<file path="src/rtl/mem_arb_pkg.sv">
`default_nettype none
// ============================================================================
// Module      : mem_arb_pkg
// Description : Shared types and constants for the memory arbiter: FSM state
//               encoding and the owner (grant) encoding.
// Revision    : 1.0 - initial release
// ============================================================================
package mem_arb_pkg;

  // Arbiter FSM states
  typedef enum logic [1:0] {
    ST_IDLE = 2'd0,
    ST_BUSY = 2'd1,
    ST_RESP = 2'd2
  } state_t;

  // Owner / grant encoding
  localparam logic [1:0] OWN_NONE = 2'b00;
  localparam logic [1:0] OWN_IF   = 2'b01;
  localparam logic [1:0] OWN_D    = 2'b10;

endpackage : mem_arb_pkg
`default_nettype wire

</file>
<file path="src/rtl/mem_arbiter.sv">
`default_nettype none
// ============================================================================
// Module      : mem_arbiter
// Description : Two-requester (fetch / data) arbiter in front of a single
//               shared memory port. One access in flight at a time; the
//               winner's command is registered onto mem_* and held until
//               mem_ack, then the owner's ready pulses for one cycle.
//               Build option: MEM_ARB_RR_EN selects round-robin arbitration
//               on simultaneous requests; otherwise data has fixed priority.
// Revision    : 1.0 - initial release
// ============================================================================
module mem_arbiter
  import mem_arb_pkg::*;
#(
  parameter int ADDR_W = 32,
  parameter int DATA_W = 32
) (
  input  logic              clk,
  input  logic              reset,
  // fetch port
  input  logic              if_req,
  input  logic [ADDR_W-1:0] if_addr,
  output logic [DATA_W-1:0] if_rdata,
  output logic              if_ready,
  // data port
  input  logic              d_req,
  input  logic              d_we,
  input  logic [ADDR_W-1:0] d_addr,
  input  logic [DATA_W-1:0] d_wdata,
  output logic [DATA_W-1:0] d_rdata,
  output logic              d_ready,
  // shared memory port
  output logic              mem_req,
  output logic              mem_we,
  output logic [ADDR_W-1:0] mem_addr,
  output logic [DATA_W-1:0] mem_wdata,
  input  logic [DATA_W-1:0] mem_rdata,
  input  logic              mem_ack,
  // grant status
  output logic [1:0]        owner
);

  state_t              r_state;
  state_t              w_next;
  logic [1:0]          r_owner;
  logic                r_mem_we;
  logic [ADDR_W-1:0]   r_mem_addr;
  logic [DATA_W-1:0]   r_mem_wdata;
  logic [DATA_W-1:0]   r_if_rdata;
  logic [DATA_W-1:0]   r_d_rdata;
  logic                w_any_req;
  logic                w_grant_d;

  assign w_any_req = if_req | d_req;

`ifdef MEM_ARB_RR_EN
  // 1 when the most recent grant went to data; reset leaves it pointing at
  // fetch so that data wins the first contested grant.
  logic r_last_d;

  // Contested grants go to whichever requester was not served last
  assign w_grant_d = d_req & (~if_req | ~r_last_d);

  // Pointer follows every grant
  always_ff @(posedge clk or posedge reset) begin
    if (reset) begin
      r_last_d <= 1'b0;
    end else if (r_state == ST_IDLE && w_any_req) begin
      r_last_d <= w_grant_d;
    end
  end
`else
  // Fixed priority: data always beats fetch
  assign w_grant_d = d_req;
`endif

  // FSM state register
  always_ff @(posedge clk or posedge reset) begin
    if (reset) r_state <= ST_IDLE;
    else       r_state <= w_next;
  end

  // Next-state logic
  always_comb begin
    w_next = r_state;
    case (r_state)
      ST_IDLE: if (w_any_req) w_next = ST_BUSY;
      ST_BUSY: if (mem_ack)   w_next = ST_RESP;
      ST_RESP: w_next = ST_IDLE;
      default: w_next = ST_IDLE;
    endcase
  end

  // Command latch on grant, read-data capture on ack, owner release after RESP
  always_ff @(posedge clk or posedge reset) begin
    if (reset) begin
      r_owner     <= OWN_NONE;
      r_mem_we    <= 1'b0;
      r_mem_addr  <= '0;
      r_mem_wdata <= '0;
      r_if_rdata  <= '0;
      r_d_rdata   <= '0;
    end else begin
      case (r_state)
        ST_IDLE: begin
          if (w_any_req) begin
            r_owner     <= w_grant_d ? OWN_D   : OWN_IF;
            r_mem_we    <= w_grant_d ? d_we    : 1'b0;
            r_mem_addr  <= w_grant_d ? d_addr  : if_addr;
            r_mem_wdata <= w_grant_d ? d_wdata : '0;
          end
        end
        ST_BUSY: begin
          // Stores leave d_rdata untouched
          if (mem_ack) begin
            if (r_owner == OWN_IF)  r_if_rdata <= mem_rdata;
            else if (!r_mem_we)     r_d_rdata  <= mem_rdata;
          end
        end
        ST_RESP: r_owner <= OWN_NONE;
        default: r_owner <= OWN_NONE;
      endcase
    end
  end

  assign mem_req   = (r_state == ST_BUSY);
  assign mem_we    = r_mem_we;
  assign mem_addr  = r_mem_addr;
  assign mem_wdata = r_mem_wdata;
  assign if_rdata  = r_if_rdata;
  assign d_rdata   = r_d_rdata;
  assign owner     = r_owner;
  assign if_ready  = (r_state == ST_RESP) && (r_owner == OWN_IF);
  assign d_ready   = (r_state == ST_RESP) && (r_owner == OWN_D);

endmodule : mem_arbiter
`default_nettype wire

</file>
<file path="config.mk">
export PLATFORM = sky130hd
export DESIGN_NAME = mem_arbiter
export DESIGN_NICKNAME = d
export VERILOG_FILES = /design/src/rtl/mem_arb_pkg.sv /design/src/rtl/mem_arbiter.sv
export SDC_FILE = /design/constraint.sdc
export NUM_CORES = 1
export LEC_CHECK = 0
export ABC_AREA = 1
export CAP_MARGIN = 20
export CORE_MARGIN = 2
export CORE_UTILIZATION = 38
export CTS_CLUSTER_DIAMETER = 40
export DETAILED_ROUTE_END_ITERATION = 7
export GPL_TIMING_DRIVEN = 0
export HOLD_SLACK_MARGIN = 0.12
export MAX_ROUTING_LAYER = met4
export PLACE_DENSITY = 0.83
export SYNTH_ARGS = -nofsm -noshare
export SYNTH_HDL_FRONTEND = slang
export SYNTH_SLANG_ARGS = --single-unit
export TNS_END_PERCENT = 5
</file>
<file path="constraint.sdc">
create_clock -name clk -period 4.43 [get_ports clk]
set_clock_uncertainty 0.2 [all_clocks]
set_input_delay 0.886 -clock clk [delete_from_list [all_inputs] [get_ports clk]]
set_output_delay 0.886 -clock clk [all_outputs]
set_load 0.005 [all_outputs]
</file>
==> results of run 1 <==
cell type report:
cell class,instances,area share
Sequential cell,133,0.354
Timing Repair Buffer,269,0.289
Multi-Input combinational cell,469,0.217
Clock buffer,21,0.0489
Inverter,71,0.0287
Tap cell,188,0.0250
Buffer,43,0.0242
Clock inverter,10,0.0138
metal layers:
layer  part of all wire  wire length [um]
met1               0.43              8030
met2               0.50              9260
met3              0.051               956
met4              0.024               455
met5                  0                 0
registers in the layout, summed over array words and instances (netlist names):
name / count
owner: 2
d_rdata: 32
mem_we: 1
mem_wdata: 32
mem_addr: 32
r_state: 2
if_rdata: 32
cells in the mapped netlist:
| master | number |
|---|---|
| o21bai_1 | 33 |
| nand2_1 | 325 |
| o21ai_1 | 21 |
| nor3_1 | 1 |
| dfrtp_1 | 133 |
| buf_2 | 11 |
| nor4_1 | 1 |
| nor2_2 | 3 |
| nand3_2 | 1 |
| nor2_1 | 1 |
| o21ai_0 | 47 |
| nand3_1 | 35 |
| clkbuf_1 | 17 |
| buf_1 | 4 |
| nor2_4 | 1 |
| buf_6 | 3 |
| buf_4 | 8 |
| inv_1 | 71 |
layout by cell type, fill, tap and decap left out, drive strengths merged, types with 29 or more instances in the layout:
master,instances
o21bai,33
inv,70
o21ai,68
nand2,325
dfrtp,133
clkdlybuf4s50,266
clkbuf,38
buf,29
nand3,36
metrics by stage:
step                hold slack (ns)  cell area [sq um]
detailed placement            0.257               8820
CTS                           0.271               9410
floorplan                     0.265               5860
global route                  0.283               9410
global placement              0.254               8760
finish                        0.266               9410
path summary, 6_finish.rpt:
kind | start | cells past startpoint | slack, ns | end
min reg2reg | mem_wdata[19]$_DFFE_PP0P_ | 2 | 0.27 | mem_wdata[19]$_DFFE_PP0P_
max in group asynchronous | reset | 4 | 2.39 | mem_wdata[1]$_DFFE_PP0P_
min in group asynchronous | reset | 2 | 0.80 | mem_wdata[29]$_DFFE_PP0P_
max reg2reg | owner[1]$_DFFE_PP0P_ | 6 | 2.51 | d_rdata[6]$_DFFE_PP0P_
max | owner[1]$_DFFE_PP0P_ | 5 | 1.13 | if_ready
min | mem_wdata[19]$_DFFE_PP0P_ | 2 | 0.27 | mem_wdata[19]$_DFFE_PP0P_
where the power goes:
| group | switching, mW | internal (mW) |
|---|---|---|
| clock network | 0.508 | 0.906 |
| registers | 0.330 | 1.81 |
| logic | 1.28 | 1.53 |
critical path: cells and delay by family, from the launching register on:
| family | cells | cell delay, ns |
|---|---|---|
| flip-flops | 1 | 0.42 |
| buffers and inverters | 3 | 0.97 |
| AND/OR/NAND/NOR | 2 | 0.42 |
logic make-up after synthesis:
| logic type | after synthesis | synth area share |
|---|---|---|
| flip-flops | 133 | 0.568 |
| buffers and inverters | 114 | 0.0843 |
| AO/OA/AOI/OAI | 101 | 0.100 |
| AND/OR/NAND/NOR | 368 | 0.247 |
==> results by group, run 1 <==
Worst setup path
  – Critical path launch point type: flip-flop
  – WP data required: 3.34 ns
  – CP Capture Type: primary output
  – Slowest-stage cell, CP: clkdlybuf4s50_1
  – Crit-path cells: inv_1 > nand2_1 > clkbuf_1 > nor3_1 > clkdlybuf4s50_1
  – Worst Path Arrival: 2.22 ns
  – Slowest stage delay, CP: 0.57 ns
  – CP Class: reg -> out
  – Critical path fanouts, max: 10

Global route
  – GR peak layer: met2
  – Initial antenna violation count: 0
  – Total gr overflow: 0
  – Vias in the first global route: 5632
  – Met3 usage: 0.0492
  – Pin count of the biggest net entering global routing: 43
  – Met1 usage: 0.297
  – First-pass GRT wire length: 29.4 mm
  – GRT met2 Usage: 0.384
  – GRT Util Overall: 0.238

Placed design
  – Number of port buffers: ~270
  – HPWL Detailed: 14.0 mm
  – Place WS: 1.53 ns
  – Placed insts: 1173
  – Routability congestion estimate: 0.890

Detailed routing
  – Post-route ant nets: 0
  – Final WL: 18.7 mm
  – DRT iter0 DRCs: roughly 330
  – Via-to-Cell Ratio: 4.72
  – Vias: approximately 5700
  – DRT Pass-1 Iters: 5
  – DR WL/cell: 15.5 um
  – Remaining DRCs: 0

Clock tree
  – CTS clk-pin slew, worst paths: 0.05 ns
  – CTS tree: built
  – Cts bufs inserted: 17
  – Post-CTS setup buffers: 0
  – # hold bufs at CTS: 0
  – Clock Tree Buf Depth: 2
  – CTS H-tree lvls: 4
  – CTS sink cnt: 133
  – Worst skew pair latency: between 0.4 and 0.5 ns
  – Clock root cell: clkbuf_16
  – Post-CTS sizing: 0

Power and ir drop
  – Total power: approximately 6.4 mW
  – Pwr/cell area: slightly below 700 mW/mm^2
  – Max IR drop VDD: 0.384 mV
  – Leak: 4.62 nW

Timing
  – Final setup violation count: 0
  – Max-slew violations: 0
  – Relative slew slack: 0.455
  – Period utilization: 0.745
  – Top achievable clock speed: 303 MHz
  – Worst Tran Pin Value: 0.816 ns
  – Setup_tns: 0 ns
  – Final WS setup: 1.13 ns
  – Fin. Hold Viols: 0
  – Final Critical Period: about 3.3 ns
  – RSZ-0062 raised after global routing: false

Yosys
  – Synthesized flop and latch total: 133
  – Syn Nets: 850
  – Top-area cell type share of the netlist area: 0.568
  – Synth area leader: dfrtp_1
  – Post-Syn Area: between 0.005 and 0.006 sq mm
  – Cell count after synthesis: 716
  – Netlist cell types: 18
  – Most area-consuming cells after synthesis: dfrtp_1 57%, nand2_1 21%, inv_1 4.5%, o21bai_1 4.2%, o21ai_0 4.0%
  – Mean Syn Cell Area: 8.19 sq um
  – Sequential share of the synthesized area: 0.568
  – Yosys warns: 0

Cells and area
  – Nets@finish: 1138
  – Fill cells: 1310
  – Storage cell area: 0.00333 sq mm
  – Share of cells above drive strength 1: 0.0591
  – Area Growth Syn to Fin: 60.6%
  – Multi-input gate area: 0.00204 sq mm
  – Finished Layout Cells: 1204
  – Final Util: 0.621
  – Diode count: 0

Floorplan
  – Area of the core: around 0.015 sq mm
  – DIE HEIGHT: approximately 130 um
  – Die Area: 0.0164 sq mm
  – Die width: 128 um
  – Starting Density: 0.387
  – Rows: 45
  – IO Pins: 268

Job
  – Max_cap viols: 0

Hold path
  – Worst min path class: reg -> reg

Outcome
  – Status: complete, no violations
Note: power is estimated with default switching activity, not from simulation.
==> inputs of run 2 (changes only) <==
Clock period 4.43 ns to 2.7 ns, I/O delays scaled along.
==> run 2 against run 1 <==
Effect of this change:
- wire length down 0.14%
- via count about the same
- final cell count unchanged
- total power up 64%
- first-iteration DRC count up 5.5%
- register-to-register slack worse by 1.6 ns
- sequential share of layout area about the same
==> results by group, run 2 (synthesized netlist as in run 1, its figures left out) <==
Clock tree
  – Worst skew pair latency: 0.41 ns (about the same)
  – Cts bufs inserted: 17 (unchanged)
  – CTS sink cnt: 133 (unchanged)
  – CTS clk-pin slew, worst paths: 0.05 ns (about the same)
  – Clock root cell: clkbuf_16 (unchanged)
  – CTS tree: built (unchanged)
  – CTS H-tree lvls: 4 (unchanged)
  – Clock Tree Buf Depth: 2 (unchanged)

Timing
  – Hold slack: 0.266 ns (about the same)
  – Final Critical Period: ~2.5 ns
  – Final setup violation count: 0 (unchanged)
  – Fin. Hold Viols: 0 (unchanged)
  – Relative slew slack: 0.455 (about the same)
  – Top achievable clock speed: 400 MHz
  – Worst Tran Pin Value: 0.816 ns (about the same)
  – Period utilization: 0.927
  – Max-slew violations: 0 (unchanged)
  – RSZ-0062 raised after global routing: false (unchanged)

Placed design
  – Number of port buffers: 266 (unchanged)
  – Placed cell areas: 0.00882 sq mm (unchanged)
  – Routability congestion estimate: 0.890 (unchanged)
  – HPWL Detailed: 14.0 mm (unchanged)

Worst setup path
  – Crit-path cells: nor4_1 > clkdlybuf4s50_1 (was inv_1 > nand2_1 > clkbuf_1 > nor3_1 > clkdlybuf4s50_1)
  – Slowest stage delay, CP: 0.58 ns (was 0.57 ns)
  – Worst Path Arrival: 1.76 ns (was 2.22 ns)
  – Top delay family on crit path: buffers and inverters (unchanged)
  – Slowest-stage cell, CP: clkdlybuf4s50_1 (unchanged)
  – Critical path fanouts, max: 6 (was 10)
  – CP Class: reg -> out (unchanged)
  – Critical path buffers and inverters: 1 (was 3)
  – Critical path launch point type: flip-flop (unchanged)
  – CP Capture Type: primary output (unchanged)
  – WP data required: 1.96 ns (was 3.34 ns)

Cells and area
  – Post-route cell area: 0.00942 sq mm (was 0.00941 sq mm)
  – Commonest non-fill, non-tap cell in the layout: nand2_1 (unchanged)
  – Storage cell area: 0.00333 sq mm (unchanged)
  – Fill cells: 1313 (was 1310)
  – Nets@finish: 1138 (unchanged)
  – Most frequent cells in the layout: 324 x nand2_1, 265 x clkdlybuf4s50_1, 133 x dfrtp_1 (was 325 x nand2_1, 266 x clkdlybuf4s50_1, 133 x dfrtp_1)
  – Share of cells above drive strength 1: 0.0610 (was 0.0591)
  – Diode count: 0 (unchanged)
  – Multi-input gate area: 0.00204 sq mm (about the same)
  – Area Growth Syn to Fin: 60.7% (was 60.6%)

Detailed routing
  – DRT iter0 DRCs: 347 (was 329)
  – Via-to-Cell Ratio: 4.73 (was 4.72)
  – Remaining DRCs: 0 (unchanged)
  – DRT Pass-1 Iters: 4 (was 5)
  – Vias: 5692 (was 5687)
  – Final WL: 18.7 mm (about the same)
  – Post-route ant nets: 0 (unchanged)
  – DR WL/cell: 15.5 um (about the same)

Floorplan
  – Rows: 45 (unchanged)
  – DIE HEIGHT: 128 um (unchanged)
  – IO Pins: 268 (unchanged)
  – Die width: 128 um (unchanged)
  – Die Area: 0.0164 sq mm (unchanged)
  – Starting Density: 0.387 (unchanged)
  – Area of the core: 0.0151 sq mm (unchanged)

Power and ir drop
  – Max IR drop VDD: 0.633 mV (was 0.384 mV)
  – Pwr/cell area: 1110 mW/mm^2 (was 675 mW/mm^2)
  – Leak: 4.63 nW (was 4.62 nW)

Global route
  – First-pass GRT wire length: 29.4 mm (unchanged)
  – Initial antenna violation count: 0 (unchanged)
  – Total gr overflow: 0 (unchanged)
  – GRT Util Overall: 0.238 (unchanged)
  – Vias in the first global route: 5632 (unchanged)
  – Pin count of the biggest net entering global routing: 43 (unchanged)

Outcome
  – Status: complete, no violations (unchanged)

Hold path
  – Worst min path class: reg -> reg (unchanged)

Job
  – Max_cap viols: 0 (unchanged)
run 2: cell count changes in the layout (fill, tap and decap cells not counted), sizes merged:
cell / previous run / this run
clkdlybuf4s50: 266 / 265
dlygate4sd2: 0 / 1
run 2: final cells by class:
cell class | instances | share of cell area
clock buffers | 21 | 0.0489
clock inverters | 10 | 0.0138
multi-input cells | 469 | 0.217
well taps | 188 | 0.0250
flip-flops and latches | 133 | 0.353
inverters | 71 | 0.0287
plain buffers | 43 | 0.0246
repair buffers | 269 | 0.289
run 2: per-layer routing:
| metal | wire length (um) | track usage |
|---|---|---|
| met3 | 1010 | 0.0492 |
| met1 | 7920 | 0.297 |
| met5 | 0 | - |
| met2 | 9330 | 0.384 |
| met4 | 408 | 0.0866 |
run 2: stage by stage:
stage / setup WS (ns) / setup TNS [ns] / power [mW] / cells / utilization
6_report: 0.197 / 0 / 10.4 / 1204 / 0.622
3_3_place_gp: -0.933 / -122.57 / 8.01 / 1170 / 0.579
4_1_cts: 0.157 / 0 / 10.5 / 1204 / 0.622
5_1_grt: 0.0697 / 0 / 11.1 / 1204 / 0.622
3_5_place_dp: 0.149 / 0 / 8.15 / 1173 / 0.582
2_1_floorplan: 0.309 / 0 / 5.29 / 716 / -
run 2: report_power, final:
group / switching [mW] / internal [mW] / leakage [nW] / total, mW
clock network: 0.834 / 1.49 / 0.288 / 2.32
logic: 2.09 / 2.51 / 2.67 / 4.60
registers: 0.543 / 2.97 / 1.67 / 3.51
total: 3.47 / 6.96 / 4.63 / 10.4
run 2: worst paths after layout:
kind,from,endpoint,slack [ns],depth (start not counted)
worst max register to register,r_state[0]$_DFFE_PP0P_,mem_addr[17]$_DFFE_PP0P_,0.88,6
worst min register to register,mem_wdata[19]$_DFFE_PP0P_,mem_wdata[19]$_DFFE_PP0P_,0.27,2
worst min-delay path,mem_wdata[19]$_DFFE_PP0P_,mem_wdata[19]$_DFFE_PP0P_,0.27,2
min in group asynchronous,reset,mem_wdata[29]$_DFFE_PP0P_,0.46,2
worst max-delay path,r_state[0]$_DFFE_PP0P_,d_ready,0.20,2
max in group asynchronous,reset,mem_wdata[1]$_DFFE_PP0P_,1.01,4
run 2: worst register-to-register path, stage by stage, from the launching register on:
cell and delay (ns):
dfrtp_1 0.47, nor2_4 0.26, inv_1 0.08, nor2_2 0.27
buf_2 0.28, nand2_1 0.11, nand2_1 0.08
run 2: timing repair:
action | in CTS | in global routing
resized for setup | 4 | 0
buffers inserted | 0 | 0
endpoints found under the setup margin | 1 | 0
hold buffers | 0 | 0
==> inputs of run 3 (changes only) <==
Settings changed: CTS_CLUSTER_SIZE set to 8, RECOVER_POWER set to 100.
==> run 3 against run 2 <==
Effect of this change:
- clock power about the same
- sequential share of layout area increased by 0.26 points
- largest cell class unchanged
- combinational power decreased by 9.6%
- die area unchanged
- final cell count about the same
- register-to-register slack got worse by 0.54 ns
- first-iteration DRC count decreased by 11%
- count of clock-buffer cells in the layout unchanged
- sequential cell count unchanged
- total power decreased by 4.8%
- the run now ends with capacitance limit, slew limit left
- sequential power decreased by 2%
- critical path type unchanged
- hold slack got worse by 0.0059 ns
==> results by group, run 3 (synthesized netlist as in run 1, its figures left out) <==
Floorplan
  – Die Area: 0.0164 sq mm (unchanged)
  – Area of the core: 0.0151 sq mm (unchanged)
  – Rows: 45 (unchanged)
  – Die width: 128 um (unchanged)
  – DIE HEIGHT: 128 um (unchanged)
  – IO Pins: 268 (unchanged)
  – Starting Density: 0.387 (unchanged)

Timing
  – Final setup violation count: 0 (unchanged)
  – Worst Tran Pin Value: 1.67 ns (was 0.816 ns)
  – Final Critical Period: 2.49 ns (was 2.50 ns)
  – RSZ-0062 raised after global routing: false (unchanged)
  – Top achievable clock speed: 402 MHz (was 400 MHz)
  – Period utilization: 0.922 (was 0.927)
  – Max-slew violations: 35 (was 0)
  – Setup_tns: 0 ns (unchanged)
  – Relative slew slack: -0.117 (was 0.455)
  – Fin. Hold Viols: 0 (unchanged)

Worst setup path
  – Critical path launch point type: flip-flop (unchanged)
  – Slowest-stage cell, CP: dlygate4sd3_1 (was clkdlybuf4s50_1)
  – Worst Path Arrival: 1.75 ns (was 1.76 ns)
  – Critical path fanouts, max: 6 (unchanged)
  – CP Class: reg -> out (unchanged)
  – WP data required: 1.96 ns (about the same)
  – CP Capture Type: primary output (unchanged)
  – Crit-path cells: nor4_1 > dlygate4sd3_1 (was nor4_1 > clkdlybuf4s50_1)
  – Slowest stage delay, CP: 0.64 ns (was 0.58 ns)

Clock tree
  – Post-CTS sizing: 4 (unchanged)
  – CTS sink cnt: 133 (unchanged)
  – Cts bufs inserted: 17 (unchanged)
  – Worst skew pair latency: 0.41 ns (about the same)
  – Clock root cell: clkbuf_16 (unchanged)
  – Post-CTS setup buffers: 0 (unchanged)
  – # hold bufs at CTS: 0 (unchanged)
  – CTS H-tree lvls: 4 (unchanged)
  – CTS clk-pin slew, worst paths: 0.05 ns (about the same)
  – CTS tree: built (unchanged)
  – Clock Tree Buf Depth: 2 (unchanged)

Detailed routing
  – Via-to-Cell Ratio: 4.71 (was 4.73)
  – DR WL/cell: 15.5 um (about the same)
  – DRT iter0 DRCs: 310 (was 347)
  – Vias: 5677 (was 5692)
  – DRT Pass-1 Iters: 8 (was 4)
  – Remaining DRCs: 0 (unchanged)
  – Final WL: 18.7 mm (about the same)
  – Post-route ant nets: 0 (unchanged)

Hold path
  – Worst min path class: reg -> reg (unchanged)

Outcome
  – Status: finished with violations (was complete, no violations)
  – Failing checks: capacitance limit, slew limit

Cells and area
  – Share of cells above drive strength 1: 0.0492 (was 0.0610)
  – Most frequent cells in the layout: 324 x nand2_1, 135 x dlygate4sd3_1, 133 x dfrtp_1 (was 324 x nand2_1, 265 x clkdlybuf4s50_1, 133 x dfrtp_1)
  – Finished Layout Cells: 1205 (was 1204)
  – Area Growth Syn to Fin: 59.5% (was 60.7%)
  – Final Util: 0.617 (was 0.622)
  – Nets@finish: 1138 (unchanged)
  – Commonest non-fill, non-tap cell in the layout: nand2_1 (unchanged)
  – Post-route cell area: 0.00935 sq mm (was 0.00942 sq mm)

Power and ir drop
  – Max IR drop VDD: 0.601 mV (was 0.633 mV)
  – Leak: 4.78 nW (was 4.63 nW)
  – Total power: 9.93 mW (was 10.4 mW)
  – Pwr/cell area: 1060 mW/mm^2 (was 1110 mW/mm^2)

Placed design
  – HPWL Detailed: 14.0 mm (unchanged)
  – Placed cell areas: 0.00882 sq mm (unchanged)
  – Placed insts: 1173 (unchanged)
  – Number of port buffers: 266 (unchanged)
  – Routability congestion estimate: 0.890 (unchanged)

Global route
  – Initial antenna violation count: 1 (was 0)
  – GRT Util Overall: 0.238 (unchanged)
  – First-pass GRT wire length: 29.4 mm (unchanged)
  – Pin count of the biggest net entering global routing: 43 (unchanged)
  – Vias in the first global route: 5632 (unchanged)
  – Total gr overflow: 0 (unchanged)

Job
  – Max_cap viols: 1 (was 0)
[run 3: cell types whose count changed in the layout (fill, tap and decap cells not counted), sizes merged]
cell	previous run	this run
buf	29	16
clkbuf	38	51
clkdlybuf4s50	265	130
diode	0	1
dlygate4sd3	0	135
[run 3: path summary, 6_finish.rpt]
check / from / end / slack (ns) / cells past startpoint
worst min register to register: mem_wdata[19]$_DFFE_PP0P_ / mem_wdata[19]$_DFFE_PP0P_ / 0.26 / 2
worst min-delay path: mem_wdata[19]$_DFFE_PP0P_ / mem_wdata[19]$_DFFE_PP0P_ / 0.26 / 2
max in group asynchronous: reset / mem_wdata[1]$_DFFE_PP0P_ / 0.38 / 4
worst max register to register: r_state[0]$_DFFE_PP0P_ / mem_addr[2]$_DFFE_PP0P_ / 0.34 / 6
min in group asynchronous: reset / mem_wdata[26]$_DFFE_PP0P_ / 0.82 / 2
worst max-delay path: r_state[0]$_DFFE_PP0P_ / d_ready / 0.21 / 2
[run 3: critical path, delay by kind of cell, from the launching register on]
| family | cells | cell delay [ns] |
|---|---|---|
| DFF | 1 | 0.43 |
| buffers and inverters | 1 | 0.64 |
| and+or+nand+nor | 1 | 0.27 |
[run 3: stage by stage]
step	setup slack (ns)	hold slack, ns
floorplan	0.309	0.265
global placement	-0.933	0.254
detailed placement	0.149	0.257
CTS	0.157	0.271
global route	0.0526	0.278
finish	0.210	0.260
[run 3: where the power goes]
part | leakage, nW | switching, mW | internal (mW)
clock network | 0.288 | 0.835 | 1.49
registers | 1.67 | 0.487 | 2.97
logic | 2.83 | 2.08 | 2.08
total | 4.78 | 3.40 | 6.54
[run 3: cell type report]
cell class | instances | area (sq um)
Inverter | 71 | 268
Buffer | 43 | 186
Timing Repair Buffer | 269 | 2710
Clock inverter | 10 | 130
Sequential cell | 133 | 3330
Fill cell | 1328 | 5800
Multi-Input combinational cell | 469 | 2030
Antenna cell | 1 | 2.50
Clock buffer | 21 | 460
Tap cell | 188 | 235
[run 3: routing by layer]
metal	global-route usage	up-vias	share of wire
li1	-	2789	-
met1	0.297	2678	0.43
met2	0.384	177	0.49
met3	0.0492	33	0.049
met4	0.0866	0	0.025
met5	-	-	0
